`config.mk`:
```
export PLATFORM = sky130hd
export DESIGN_NAME = enemy_tiro_ctrl
export DESIGN_NICKNAME = d
export VERILOG_FILES = /design/src/rtl/enemy_tiro_ctrl.sv
export SDC_FILE = /design/constraint.sdc
export NUM_CORES = 1
export LEC_CHECK = 0
export ABC_AREA = 1
export ABC_CLOCK_PERIOD_IN_PS = 4650
export CAP_MARGIN = 20
export CORE_MARGIN = 3
export CORE_UTILIZATION = 60
export CTS_BUF_LIST = sky130_fd_sc_hd__clkbuf_8
export CTS_CLUSTER_DIAMETER = 200
export DETAILED_ROUTE_END_ITERATION = 16
export DONT_BUFFER_PORTS = 1
export HOLD_SLACK_MARGIN = 0.12
export MAX_ROUTING_LAYER = met4
export PLACE_DENSITY = 0.78
export SETUP_SLACK_MARGIN = 0.1
export SYNTH_ARGS = -nofsm -noshare
export SYNTH_HDL_FRONTEND = slang
export SYNTH_SLANG_ARGS = --single-unit
```
`constraint.sdc`:
```
create_clock -name clk -period 4.65 [get_ports clk]
set_input_delay 0 -clock clk [delete_from_list [all_inputs] [get_ports clk]]
set_output_delay 0 -clock clk [all_outputs]
set_load 0.01 [all_outputs]
```
`src/rtl/enemy_tiro_ctrl.sv`:
```
// Enemy fire controller: turns one-hot fire pulses into bullets in a small slot pool,
// moves them down on a periodic tick, retires them at the bottom and reports player hits.
module enemy_tiro_ctrl #(
   parameter int N_INIMIGOS  = 24,
   parameter int N_COLUNAS   = 6,
   parameter int ESP_X       = 16,
   parameter int ESP_Y       = 12,
   parameter int ALT_INIM    = 8,
   parameter int MAX_TIROS   = 4,
   parameter int PERIODO_MOV = 50000,
   parameter int PASSO_Y     = 2,
   parameter int JOG_Y       = 224,
   parameter int LARG_JOG    = 16,
   parameter int LIMITE_Y    = 240
) (
   input  logic                     clk,
   input  logic                     reset,
   input  logic                     restart,
   input  logic [N_INIMIGOS-1:0]    ID_enemy_tiro,
   input  logic [N_INIMIGOS-1:0]    enemy_vivos,
   input  logic [7:0]               bloco_pos_X,
   input  logic [7:0]               bloco_pos_Y,
   input  logic [7:0]               jogador_pos_X,
   output logic                     tiro_aceito,
   output logic                     tiro_descartado,
   output logic                     jogador_atingido,
   output logic [MAX_TIROS-1:0]     tiros_ativos,
   output logic [8*MAX_TIROS-1:0]   tiro_x,
   output logic [8*MAX_TIROS-1:0]   tiro_y
);
   localparam int IW = (N_INIMIGOS > 1) ? $clog2(N_INIMIGOS) : 1;
   localparam int CW = (PERIODO_MOV > 1) ? $clog2(PERIODO_MOV) : 1;
   localparam int SW = (MAX_TIROS > 1) ? $clog2(MAX_TIROS) : 1;

   typedef enum logic {LIVRE, ATIVO} slot_st_t;

   slot_st_t          st_q [MAX_TIROS];
   slot_st_t          st_d [MAX_TIROS];
   logic [7:0]        x_q  [MAX_TIROS];
   logic [7:0]        x_d  [MAX_TIROS];
   logic [7:0]        y_q  [MAX_TIROS];
   logic [7:0]        y_d  [MAX_TIROS];
   logic [CW-1:0]     cnt_q, cnt_d;
   logic              s1_vld_q, s1_vld_d, s1_vivo_q, s1_vivo_d;
   logic [IW-1:0]     s1_idx_q, s1_idx_d;
   logic [7:0]        s1_bx_q, s1_bx_d, s1_by_q, s1_by_d;
   logic              aceito_q, aceito_d, desc_q, desc_d, hit_q, hit_d;

   logic [8:0]        col, row, spawn_x, spawn_y, new_y, px_lo, px_hi;
   logic              tick, found, ok;
   logic [SW-1:0]     slot;

   always_comb begin
      // stage 1: lowest set request bit wins; context sampled alongside it
      s1_vld_d = |ID_enemy_tiro;
      s1_idx_d = '0;
      for (int i = N_INIMIGOS-1; i >= 0; i--)
         if (ID_enemy_tiro[i]) s1_idx_d = IW'(i);
      s1_vivo_d = enemy_vivos[s1_idx_d];
      s1_bx_d   = bloco_pos_X;
      s1_by_d   = bloco_pos_Y;

      // stage 2: spawn coordinates and slot choice from the pre-tick slot state
      col     = 9'(int'(s1_idx_q) % N_COLUNAS);
      row     = 9'(int'(s1_idx_q) / N_COLUNAS);
      spawn_x = {1'b0, s1_bx_q} + col * 9'(ESP_X) + 9'(ESP_X/2);
      spawn_y = {1'b0, s1_by_q} + row * 9'(ESP_Y) + 9'(ALT_INIM);
      found   = 1'b0;
      slot    = '0;
      for (int i = MAX_TIROS-1; i >= 0; i--)
         if (st_q[i] == LIVRE) begin
            found = 1'b1;
            slot  = SW'(i);
         end
      ok       = s1_vld_q && s1_vivo_q && !spawn_x[8] && (spawn_y < 9'(LIMITE_Y)) && found;
      aceito_d = s1_vld_q && ok;
      desc_d   = s1_vld_q && !ok;

      tick  = (cnt_q == CW'(PERIODO_MOV-1));
      cnt_d = tick ? '0 : cnt_q + 1'b1;
      px_lo = {1'b0, jogador_pos_X};
      px_hi = px_lo + 9'(LARG_JOG-1);
      hit_d = 1'b0;
      new_y = '0;
      for (int i = 0; i < MAX_TIROS; i++) begin
         st_d[i] = st_q[i];
         x_d[i]  = x_q[i];
         y_d[i]  = y_q[i];
         if (tick && st_q[i] == ATIVO) begin
            new_y = {1'b0, y_q[i]} + 9'(PASSO_Y);
            if (new_y >= 9'(JOG_Y) && {1'b0, x_q[i]} >= px_lo && {1'b0, x_q[i]} <= px_hi) begin
               st_d[i] = LIVRE;
               hit_d   = 1'b1;
            end else if (new_y >= 9'(LIMITE_Y))
               st_d[i] = LIVRE;
            else
               y_d[i] = new_y[7:0];
         end
      end
      // the chosen slot was LIVRE before the tick, so the tick never touches it
      if (ok) begin
         st_d[slot] = ATIVO;
         x_d[slot]  = spawn_x[7:0];
         y_d[slot]  = spawn_y[7:0];
      end

      if (restart) begin
         s1_vld_d = 1'b0; s1_idx_d = '0; s1_vivo_d = 1'b0; s1_bx_d = '0; s1_by_d = '0;
         aceito_d = 1'b0; desc_d = 1'b0; hit_d = 1'b0; cnt_d = '0;
         for (int i = 0; i < MAX_TIROS; i++) begin
            st_d[i] = LIVRE;
            x_d[i]  = '0;
            y_d[i]  = '0;
         end
      end
   end

   always_ff @(posedge clk or posedge reset) begin
      if (reset) begin
         s1_vld_q <= 1'b0; s1_idx_q <= '0; s1_vivo_q <= 1'b0; s1_bx_q <= '0; s1_by_q <= '0;
         aceito_q <= 1'b0; desc_q <= 1'b0; hit_q <= 1'b0; cnt_q <= '0;
         for (int i = 0; i < MAX_TIROS; i++) begin
            st_q[i] <= LIVRE;
            x_q[i]  <= '0;
            y_q[i]  <= '0;
         end
      end else begin
         s1_vld_q <= s1_vld_d; s1_idx_q <= s1_idx_d; s1_vivo_q <= s1_vivo_d;
         s1_bx_q <= s1_bx_d; s1_by_q <= s1_by_d;
         aceito_q <= aceito_d; desc_q <= desc_d; hit_q <= hit_d; cnt_q <= cnt_d;
         for (int i = 0; i < MAX_TIROS; i++) begin
            st_q[i] <= st_d[i];
            x_q[i]  <= x_d[i];
            y_q[i]  <= y_d[i];
         end
      end
   end

   always_comb begin
      tiro_aceito      = aceito_q;
      tiro_descartado  = desc_q;
      jogador_atingido = hit_q;
      for (int i = 0; i < MAX_TIROS; i++) begin
         tiros_ativos[i]   = (st_q[i] == ATIVO);
         tiro_x[8*i +: 8]  = x_q[i];
         tiro_y[8*i +: 8]  = y_q[i];
      end
   end
endmodule
```
==> results of run 1 <==
cells by family (layout without fill, tap and decap cells):
logic type      Yosys count  in the layout  share of synthesized area
fa+ha+maj                94             94                     0.1537
xor+xnor                 28             28                    0.03145
simple gates            410            410                     0.2289
flops                   110            110                     0.3531
compound gates          190            190                     0.1441
buf+inv                 182            235                    0.08875
cells in the final DEF (no fill, tap or decap), types with 2 or more instances in the layout:
cell type,Yosys,routed
nand2_1,194,194
inv_1,165,164
dfrtp_1,110,110
nor2_1,98,98
ha_1,91,91
o21ai_0,68,68
nand3_1,59,59
a21oi_1,54,54
dlygate4sd3_1,0,41
xor2_1,22,22
nor3_1,17,17
nand4_1,9,9
o221ai_1,9,9
clkbuf_8,0,9
buf_4,0,9
o21a_1,8,8
nor3b_1,7,7
o211ai_1,7,7
nor4_1,6,6
xnor2_1,6,6
o22ai_1,6,6
a21boi_0,6,6
a31oi_1,5,5
o21ai_1,5,5
a211oi_1,5,5
or2_2,4,4
a22oi_1,4,4
inv_2,2,3
nor2_4,0,3
a221oi_1,3,3
nand2_4,3,3
fa_1,3,3
clkinv_2,0,3
nand2_2,2,2
a21o_1,2,2
nand3b_1,2,2
o31ai_1,2,2
nor3_2,2,2
routing by layer:
layer  global-route usage  share of wire  vias up  wire, µm
li1                     -              -     3433         -
met1               0.3713           0.41     3236      8471
met2               0.4851           0.48      275      9910
met3              0.05985          0.081       35      1652
met4              0.09878          0.022        0       453
met5                    -              0        -         0
state kept, by name, summed over array words and instances (netlist names):
name and cells:
s1_vivo_q 1, s1_vld_q 1, cnt_q 16, tiro_y 32, tiros_ativos 4, s1_by_q 8
s1_idx_q 5, jogador_atingido 1, s1_bx_q 8, tiro_x 32, tiro_descartado 1, tiro_aceito 1
through the flow:
step	utilization	hold slack [ns]	area (µm²)
2_1_floorplan	-	0.1010	7796
3_3_place_gp	0.6312	0.03479	7998
3_5_place_dp	0.6312	0.03124	7998
4_1_cts	0.6801	0.1210	8617
5_1_grt	0.6830	0.2072	8655
6_report	0.6830	0.1336	8655
what timing repair did:
| item | CTS | global route |
|---|---|---|
| gates resized for setup | 0 | 4 |
| endpoints found under the setup margin | 0 | 32 |
| buffers inserted | 0 | 3 |
| hold buffers | 42 | 0 |
| hold endpoints to repair | 154 | 0 |
worst min-delay path, stage by stage:
cell,delay (ns)
nor2_1,0.03
nand2_1,0.07
or2_2,0.10
a21oi_1,0.11
inv_1,0.12
nor2_1,0.05
area by class of cell:
| type | count | area (µm²) |
|---|---|---|
| clock buffers | 9 | 123.9 |
| clock inverters | 7 | 65.06 |
| fillers | 1076 | 4016 |
| inverters | 168 | 633.1 |
| multi-input cells | 722 | 4367 |
| flip-flops and latches | 110 | 2753 |
| well taps | 172 | 215.2 |
| repair buffers | 51 | 498.0 |
power groups by stage:
| stage | registers, mW | clock network [mW] | logic (mW) |
|---|---|---|---|
| after floorplan | 1.02 | 0 | 0.183 |
| after global placement | 1.03 | 0 | 0.231 |
| after detailed placement | 1.03 | 0 | 0.235 |
| after CTS | 1.01 | 0.588 | 0.268 |
| after global routing | 1.01 | 0.625 | 0.312 |
| final | 1.01 | 0.585 | 0.274 |
path summary, 6_finish.rpt:
path                                  startpoint                         to  slack [ns]  cells past startpoint
setup / recovery           s1_idx_q[3]$_DFF_PP0_        tiro_y[3]$_DFF_PP0_        0.45                     27
max in group asynchronous                  reset  tiros_ativos[2]$_DFF_PP0_        3.31                      3
hold reg to reg               cnt_q[0]$_DFF_PP0_         cnt_q[0]$_DFF_PP0_        0.48                      1
min in group asynchronous                  reset      tiro_y[8]$_DFFE_PP0P_        0.20                      2
hold / removal                  ID_enemy_tiro[9]      s1_idx_q[2]$_DFF_PP0_        0.13                      6
setup reg to reg           s1_idx_q[3]$_DFF_PP0_        tiro_y[3]$_DFF_PP0_        0.45                     27
==> flow_summary.json, run 1 <==
{
  "outcome": "finished, final reports clean",
  "io_pins": 146,
  "drv_cap": 0,
  "synth_area_leaders": "dfrtp_1 (35%), ha_1 (15%), nand2_1 (9.3%)",
  "drcViolationCount": 0,
  "synth_nets": 1183,
  "crit_path_max_incr_delay_ns": 0.48,
  "crit_buf_inv": 11,
  "antenna_left": 0,
  "rows": 41,
  "critPathCaptureType": "flip-flop",
  "layoutNonFillerInstCount": 1239,
  "viasPerCell": 5.633,
  "drive_gt1_frac": 0.04499,
  "power.leakage_nw": 4.560,
  "gr-total-overflow": 0,
  "syn_area_mm2": 0.007796,
  "p_per_area_mw_per_mm2": 215.8,
  "cts_tree": "built",
  "clockPowerShare": 0.313,
  "power_frac_comb": 0.147,
  "pre_cts_slack_ns": 0.3424,
  "synth_common_cells": "nand2_1 (194), inv_1 (165), dfrtp_1 (110)",
  "path_delay_family": "adder cells",
  "critPathMaxFanout": 9,
  "first_pass_iters": 5,
  "cpMostUsedCell": "inv_1",
  "switching_share": 0.2900,
  "gp_congestion": 0.9312,
  "path_clk_slew_ns": 0.10,
  "ys_ff_latch": 110,
  "final.setup.worst_slack_ns": 0.4519,
  "num_antenna_cells": 0,
  "start_kind": "flip-flop",
  "synth_edf_count": 0,
  "cts-root-buf": "clkbuf_8",
  "setup-violations-final": 0,
  "synth_cells": 1014,
  "tritoncts.num_buffers": 9,
  "max_freq_mhz": 238.2,
  "grt_pass1_vias": 6659,
  "yosysUniqueCellTypes": 48,
  "synthFlopType": "dfrtp_1",
  "seq_area_frac_synth": 0.3531,
  "area_delta_synth_final_pct": 11.01,
  "synthArstFlopShare": 1.000,
  "worst_ir_drop_vdd_mv": 0.1462,
  "netlist.area_leader.share": 0.3531,
  "antenna_found_initial": 0,
  "fin_skew_ns": 0.01389,
  "fp.dieH_um": 120.0,
  "seq_power_share": 0.540,
  "cp.arrival_ns": 4.49,
  "die_w_um": 120.0,
  "die_area_mm2": 0.01440,
  "final.min_clock_period_ns": 4.198,
  "p_switching_mw": 0.5415,
  "grt_start_max_net_pins": 58,
  "dp_hpwl_um": 15520,
  "intPower_mw": 1.326,
  "cp.required_ns": 4.94,
  "start_util": 0.6153,
  "report.final.slew_viol_count": 0,
  "yosysMostFrequentCell": "nand2_1",
  "grt_util_all_layers": 0.2967,
  "synth_top_area_cell": "dfrtp_1",
  "rsz0062_at_grt": "false",
  "min_period_over_period": 0.9028,
  "nNetsFinal": 1231,
  "maxSlewHeadroom": 0.5413,
  "drt_iter0_markers": 610,
  "slowest_stage": "fa_1",
  "max_slew.worst_pin.slew_ns": 0.6809,
  "port_buffers": 0,
  "coreArea_mm2": 0.01267,
  "total_power_mw": 1.867,
  "wire_per_inst_um": 16.54,
  "worstHoldPathType": "input pin to flip-flop",
  "yosysWarnings": 0,
  "wirelength_um": 20490,
  "ctsHtreeMaxLevel": 3,
  "path_class": "flip-flop to flip-flop",
  "clkLatencyLatePin_ns": 0.39,
  "finalHoldViolations": 0,
  "fin_tns_setup_ns": 0,
  "cts_buffer_depth": 2,
  "cts_sinks": 110,
  "route.vias.total": 6979,
  "grt_pass1_wl_um": 33240,
  "synth.avg_cell_area_um2": 7.689,
  "place_inst": 1178
}
(Power assumes the default switching activity.)
==> run 2: changes to the inputs <==
Settings changed: CORE_UTILIZATION 60 to 55, PLACE_DENSITY 0.78 to 0.72.
==> run 2 against run 1 <==
Net effect: register-to-register slack improved by 0.06 ns; clock skew shrank 0.0028 ns; routed wire length rose by 4.2%; cell count is 0.40% higher; global-route usage shrank 1.9 points; clock-buffer cell count did not move; via count is 0.30% higher; sequential cell count is the same; non-clock buffer count increased by 1; worst hold slack worse by 0.0050 ns; critical endpoint is now s1_vivo_q$_DFF_PP0_.
==> flow_summary.json, run 2 (synthesis gave the netlist of run 1 again) <==
{
  "outcome": "finished, final reports clean",
  "tritoncts.num_buffers": 9,
  "num_antenna_cells": 0,
  "drv_cap": 0,
  "worstHoldPathType": "input pin to flip-flop",
  "wl_met2_um": 10180,
  "gr-total-overflow": 0,
  "path_clk_slew_ns": 0.10,
  "grt_pass1_wl_um": 34030,
  "cts_sinks": 110,
  "dp_hpwl_um": 15820,
  "antenna_found_initial": 0,
  "drcViolationCount": 0,
  "met3_length_um": 1702,
  "ctsHtreeMaxLevel": 3,
  "viasPerCell": 5.627,
  "coreArea_mm2": 0.01356,
  "drive_gt1_frac": 0.04963,
  "max_freq_mhz": 239.6,
  "cp.arrival_ns": 4.46,
  "wirelength_um": 21340,
  "io_pins": 146,
  "critPathCaptureType": "flip-flop",
  "wire_per_inst_um": 17.16,
  "maxSlewHeadroom": 0.4840,
  "start_util": 0.5750,
  "report.final.slew_viol_count": 0,
  "grt_start_max_net_pins": 61,
  "min_period_over_period": 0.8976,
  "first_pass_iters": 5,
  "p_per_area_mw_per_mm2": 213.3,
  "final_common_cell": "nand2_1",
  "setup-violations-final": 0,
  "worst_ir_drop_vdd_mv": 0.1346,
  "fin_tns_setup_ns": 0,
  "rows": 42,
  "nNetsFinal": 1232,
  "gp_congestion": 0.9099,
  "die_w_um": 125.1,
  "route.vias.total": 7000,
  "start_kind": "input pin",
  "area_delta_synth_final_pct": 11.19,
  "grt_pass1_vias": 6766,
  "critPathMaxFanout": 4,
  "finalHoldViolations": 0,
  "cp.required_ns": 4.93,
  "grt_util_all_layers": 0.2782,
  "power.leakage_nw": 4.542,
  "antenna_left": 0,
  "clkLatencyLatePin_ns": 0.40,
  "final_cell_mix": "nand2_1 (194), inv_1 (162), dfrtp_1 (110)",
  "drt_iter0_markers": 658,
  "highest_layer": "met4",
  "final.min_clock_period_ns": 4.174,
  "path_class": "input pin to flip-flop",
  "die_area_mm2": 0.01564,
  "utilization": 0.6394,
  "cts-root-buf": "clkbuf_8",
  "whs_ns": 0.1286,
  "wl_met1_um": 8803,
  "port_buffers": 0,
  "cts_buffer_depth": 2,
  "max_slew.worst_pin.slew_ns": 0.7669,
  "rsz0062_at_grt": "false",
  "cts_tree": "built",
  "fin_skew_ns": 0.01107,
  "fp.dieH_um": 125.1
}
[run 2: changes by cell type in the layout (fill, tap and decap cells not counted), moves of 2 or more]
cell        delta
buf_4          +2
clkinv_2       -3
clkinvlp_4     +2
inv_1          -2
clkinv_4       +2
[run 2: per-layer routing]
metal / GRT usage / up-vias
li1: - / 3450
met2: 0.4505 / 272
met1: 0.3454 / 3238
met4: 0.1001 / 0
met3: 0.06055 / 40
met5: - / -
[run 2: final timing paths]
check	start	to	slack, ns	cells after the start
max in group asynchronous	reset	tiro_y[13]$_DFF_PP0_	3.32	3
worst min-delay path	ID_enemy_tiro[4]	s1_idx_q[0]$_DFF_PP0_	0.13	7
min in group asynchronous	reset	cnt_q[0]$_DFF_PP0_	0.21	2
worst max register to register	s1_idx_q[3]$_DFF_PP0_	tiro_y[11]$_DFF_PP0_	0.51	25
worst min register to register	cnt_q[0]$_DFF_PP0_	cnt_q[0]$_DFF_PP0_	0.48	1
worst max-delay path	ID_enemy_tiro[9]	s1_vivo_q$_DFF_PP0_	0.48	13
[run 2: worst max-delay path, stage by stage]
cell and delay, ns:
dlygate4sd3_1 0.54, nor2_1 0.13, dlygate4sd3_1 0.58, nand2_1 0.07, dlygate4sd3_1 0.58, or2_2 0.30, a21oi_1 0.30, nand3_1 0.13
dlygate4sd3_1 0.57, nand3_1 0.09, dlygate4sd3_1 0.55, nand2_1 0.06, dlygate4sd3_1 0.55
[run 2: timing repair]
action                                  CTS  global route
hold endpoints to repair                157             0
setup buffers                             0             5
endpoints found under the setup margin    0            51
hold buffers                             42             0
gates resized for setup                   0             8
[run 2: where the power goes]
part	internal (mW)	switching [mW]
sequential	0.978	0.0312
combinational	0.103	0.178
clock	0.201	0.358
[run 2: per-stage QoR]
step | setup slack (ns) | area [µm²] | power [mW] | std cells
finish | 0.4761 | 8668 | 1.849 | 1244
global route | 0.1252 | 8668 | 1.934 | 1244
CTS | 0.3172 | 8615 | 1.849 | 1240
detailed placement | 0.3522 | 8003 | 1.268 | 1182
global placement | 0.5149 | 8003 | 1.261 | 1182
floorplan | 0.8200 | 7796 | 1.200 | 1014
[run 2: area by class of cell]
class                   count  area, µm²
inverters                 168      633.1
repair buffers             52      503.0
well taps                 176      220.2
fillers                  1177       4890
clock inverters             7      57.56
clock buffers               9      123.9
multi-input cells         722       4378
flip-flops and latches    110       2753
==> run 3: changes to the inputs <==
Settings changed: ABC_CLOCK_PERIOD_IN_PS 4650 to 3600, CORE_UTILIZATION 55 to 56, PLACE_DENSITY 0.72 to 0.76.
Clock period 4.65 ns to 3.6 ns, I/O delays scaled along.
==> run 3 against run 2 <==
Net effect: the run now ends with setup timing left; sequential cell count did not move; cell area rose by 9.6%; core utilization rose by 6.7 points; global-route usage rose by 2.5 points; critical endpoint is now tiro_y[11]$_DFF_PP0_; highest routed layer unchanged.
==> flow_summary.json, run 3 (synthesis gave the netlist of run 1 again) <==
{
  "report.final.slew_viol_count": 0,
  "cpMostUsedCell": "inv_2",
  "grt_pass1_wl_um": 35450,
  "maxSlewHeadroom": 0.2925,
  "p_per_area_mw_per_mm2": 264.9,
  "seq_power_share": 0.518,
  "worst_ir_drop_vdd_mv": 0.1691,
  "max_freq_mhz": 258.1,
  "whs_path_depth": 6,
  "slowest_stage": "dfrtp_1",
  "final.min_clock_period_ns": 3.874,
  "port_buffers": 0,
  "grt_pass1_vias": 7249,
  "utilization": 0.7060,
  "dp_hpwl_um": 16000,
  "die_area_mm2": 0.01537,
  "clkLatencyLatePin_ns": 0.39,
  "clockPowerShare": 0.304,
  "antenna_left": 0,
  "intPower_mw": 1.770,
  "rsz0062_at_grt": "true",
  "final_common_cell": "nand2_1",
  "fin_tns_setup_ns": -10.86,
  "cts_tree": "built",
  "cts_buffer_depth": 2,
  "rows": 42,
  "whs_ns": 0.05527,
  "reg2reg_depth": 26,
  "io_pins": 146,
  "crit_path_max_incr_delay_ns": 0.40,
  "gr-total-overflow": 0,
  "fp.dieH_um": 124.0,
  "ctsHtreeMaxLevel": 3,
  "grt_start_max_net_pins": 57,
  "multi_input_area_mm2": 0.004740,
  "finalHoldViolations": 0,
  "critPathCaptureType": "flip-flop",
  "wire_per_inst_um": 18.01,
  "first_pass_iters": 5,
  "crit_buf_inv": 9,
  "drive_gt1_frac": 0.1384,
  "path_clk_slew_ns": 0.10,
  "final.setup.worst_slack_ns": -0.2740,
  "path_delay_family": "adder cells",
  "cts-root-buf": "clkbuf_8",
  "cp.arrival_ns": 4.19,
  "ff_latch_area_mm2": 0.002753,
  "gp_congestion": 0.8975,
  "setup-violations-final": 67,
  "tritoncts.num_buffers": 9,
  "critPathMaxFanout": 7,
  "max_slew.worst_pin.slew_ns": 1.060,
  "outcome": "finished with violations",
  "power.leakage_nw": 4.921,
  "wirelength_um": 23210,
  "worstHoldPathType": "input pin to flip-flop",
  "die_w_um": 124.0,
  "violations": "setup timing",
  "switching_share": 0.2965,
  "p_switching_mw": 0.7462,
  "drv_cap": 0,
  "start_kind": "flip-flop",
  "route.vias.total": 7452,
  "crit_cells": 26,
  "start_util": 0.5795,
  "path_class": "flip-flop to flip-flop",
  "drcViolationCount": 0,
  "grt_util_all_layers": 0.3037,
  "fin_skew_ns": 0.01207,
  "drt_iter0_markers": 614,
  "num_antenna_cells": 0,
  "min_period_over_period": 1.076,
  "nNetsFinal": 1277,
  "final_cell_mix": "nand2_1 (172), inv_1 (154), dfrtp_1 (110)",
  "fillers": 1042,
  "cp.required_ns": 3.92,
  "coreArea_mm2": 0.01345,
  "viasPerCell": 5.781,
  "cts_sinks": 110,
  "area_delta_synth_final_pct": 21.83,
  "power_frac_comb": 0.178,
  "antenna_found_initial": 0
}
run 3: power by group through the flow:
stage                     Sequential (mW)  Clock (mW)  Combinational (mW)
after detailed placement             1.33           0               0.336
after floorplan                      1.31           0               0.245
after global placement               1.32           0               0.327
final                                1.30       0.764               0.448
after global routing                 1.31       0.815               0.496
after CTS                            1.30       0.767               0.399
run 3: repair_timing:
item / 4_1_cts / 5_1_grt
gates cloned: 2 / 0
hold endpoints to repair: 131 / 2
endpoints found under the setup margin: 68 / 71
setup buffers: 6 / 15
gates resized for setup: 25 / 82
pin swaps: 13 / 28
hold buffers: 51 / 3
run 3: layer usage:
layer	GRT usage	part of all wire	vias up
met2	0.5302	0.50	301
met3	0.04859	0.070	53
met4	0.1027	0.029	0
li1	-	-	3547
met1	0.3578	0.40	3551
met5	-	0	-
run 3: final cells by class:
class / count / area share
Tap cell: 176 / 0.02319
Multi-Input combinational cell: 724 / 0.4990
Timing Repair Buffer: 95 / 0.09762
Clock inverter: 3 / 0.001844
Clock buffer: 13 / 0.01884
Inverter: 168 / 0.06969
Sequential cell: 110 / 0.2898
run 3: final timing paths:
path,start,to,slack (ns)
worst min-delay path,enemy_vivos[8],s1_vivo_q$_DFF_PP0_,0.06
worst max register to register,s1_idx_q[3]$_DFF_PP0_,tiro_y[11]$_DFF_PP0_,-0.27
max in group asynchronous,reset,tiro_y[28]$_DFF_PP0_,2.52
min in group asynchronous,reset,cnt_q[7]$_DFF_PP0_,0.21
worst max-delay path,s1_idx_q[3]$_DFF_PP0_,tiro_y[11]$_DFF_PP0_,-0.27
worst min register to register,cnt_q[0]$_DFF_PP0_,cnt_q[0]$_DFF_PP0_,0.48
run 3: worst reg2reg max path, delay by kind of cell (launching register included):
family,cells,cell delay [ns]
compound gates,2,0.38
xor+xnor,2,0.33
fa+ha+maj,4,1.11
buf+inv,9,0.72
flops,1,0.40
simple gates,9,0.89
run 3: through the flow:
step                power, mW  setup WS (ns)  cells  instance area [µm²]
floorplan               1.559        0.09748   1014                 7889
global placement        1.651       -0.05339   1199                 8247
detailed placement      1.661        -0.2177   1199                 8247
CTS                     2.467        -0.1018   1274                 9109
global route            2.618        -0.4989   1289                 9498
finish                  2.516        -0.2740   1289                 9498
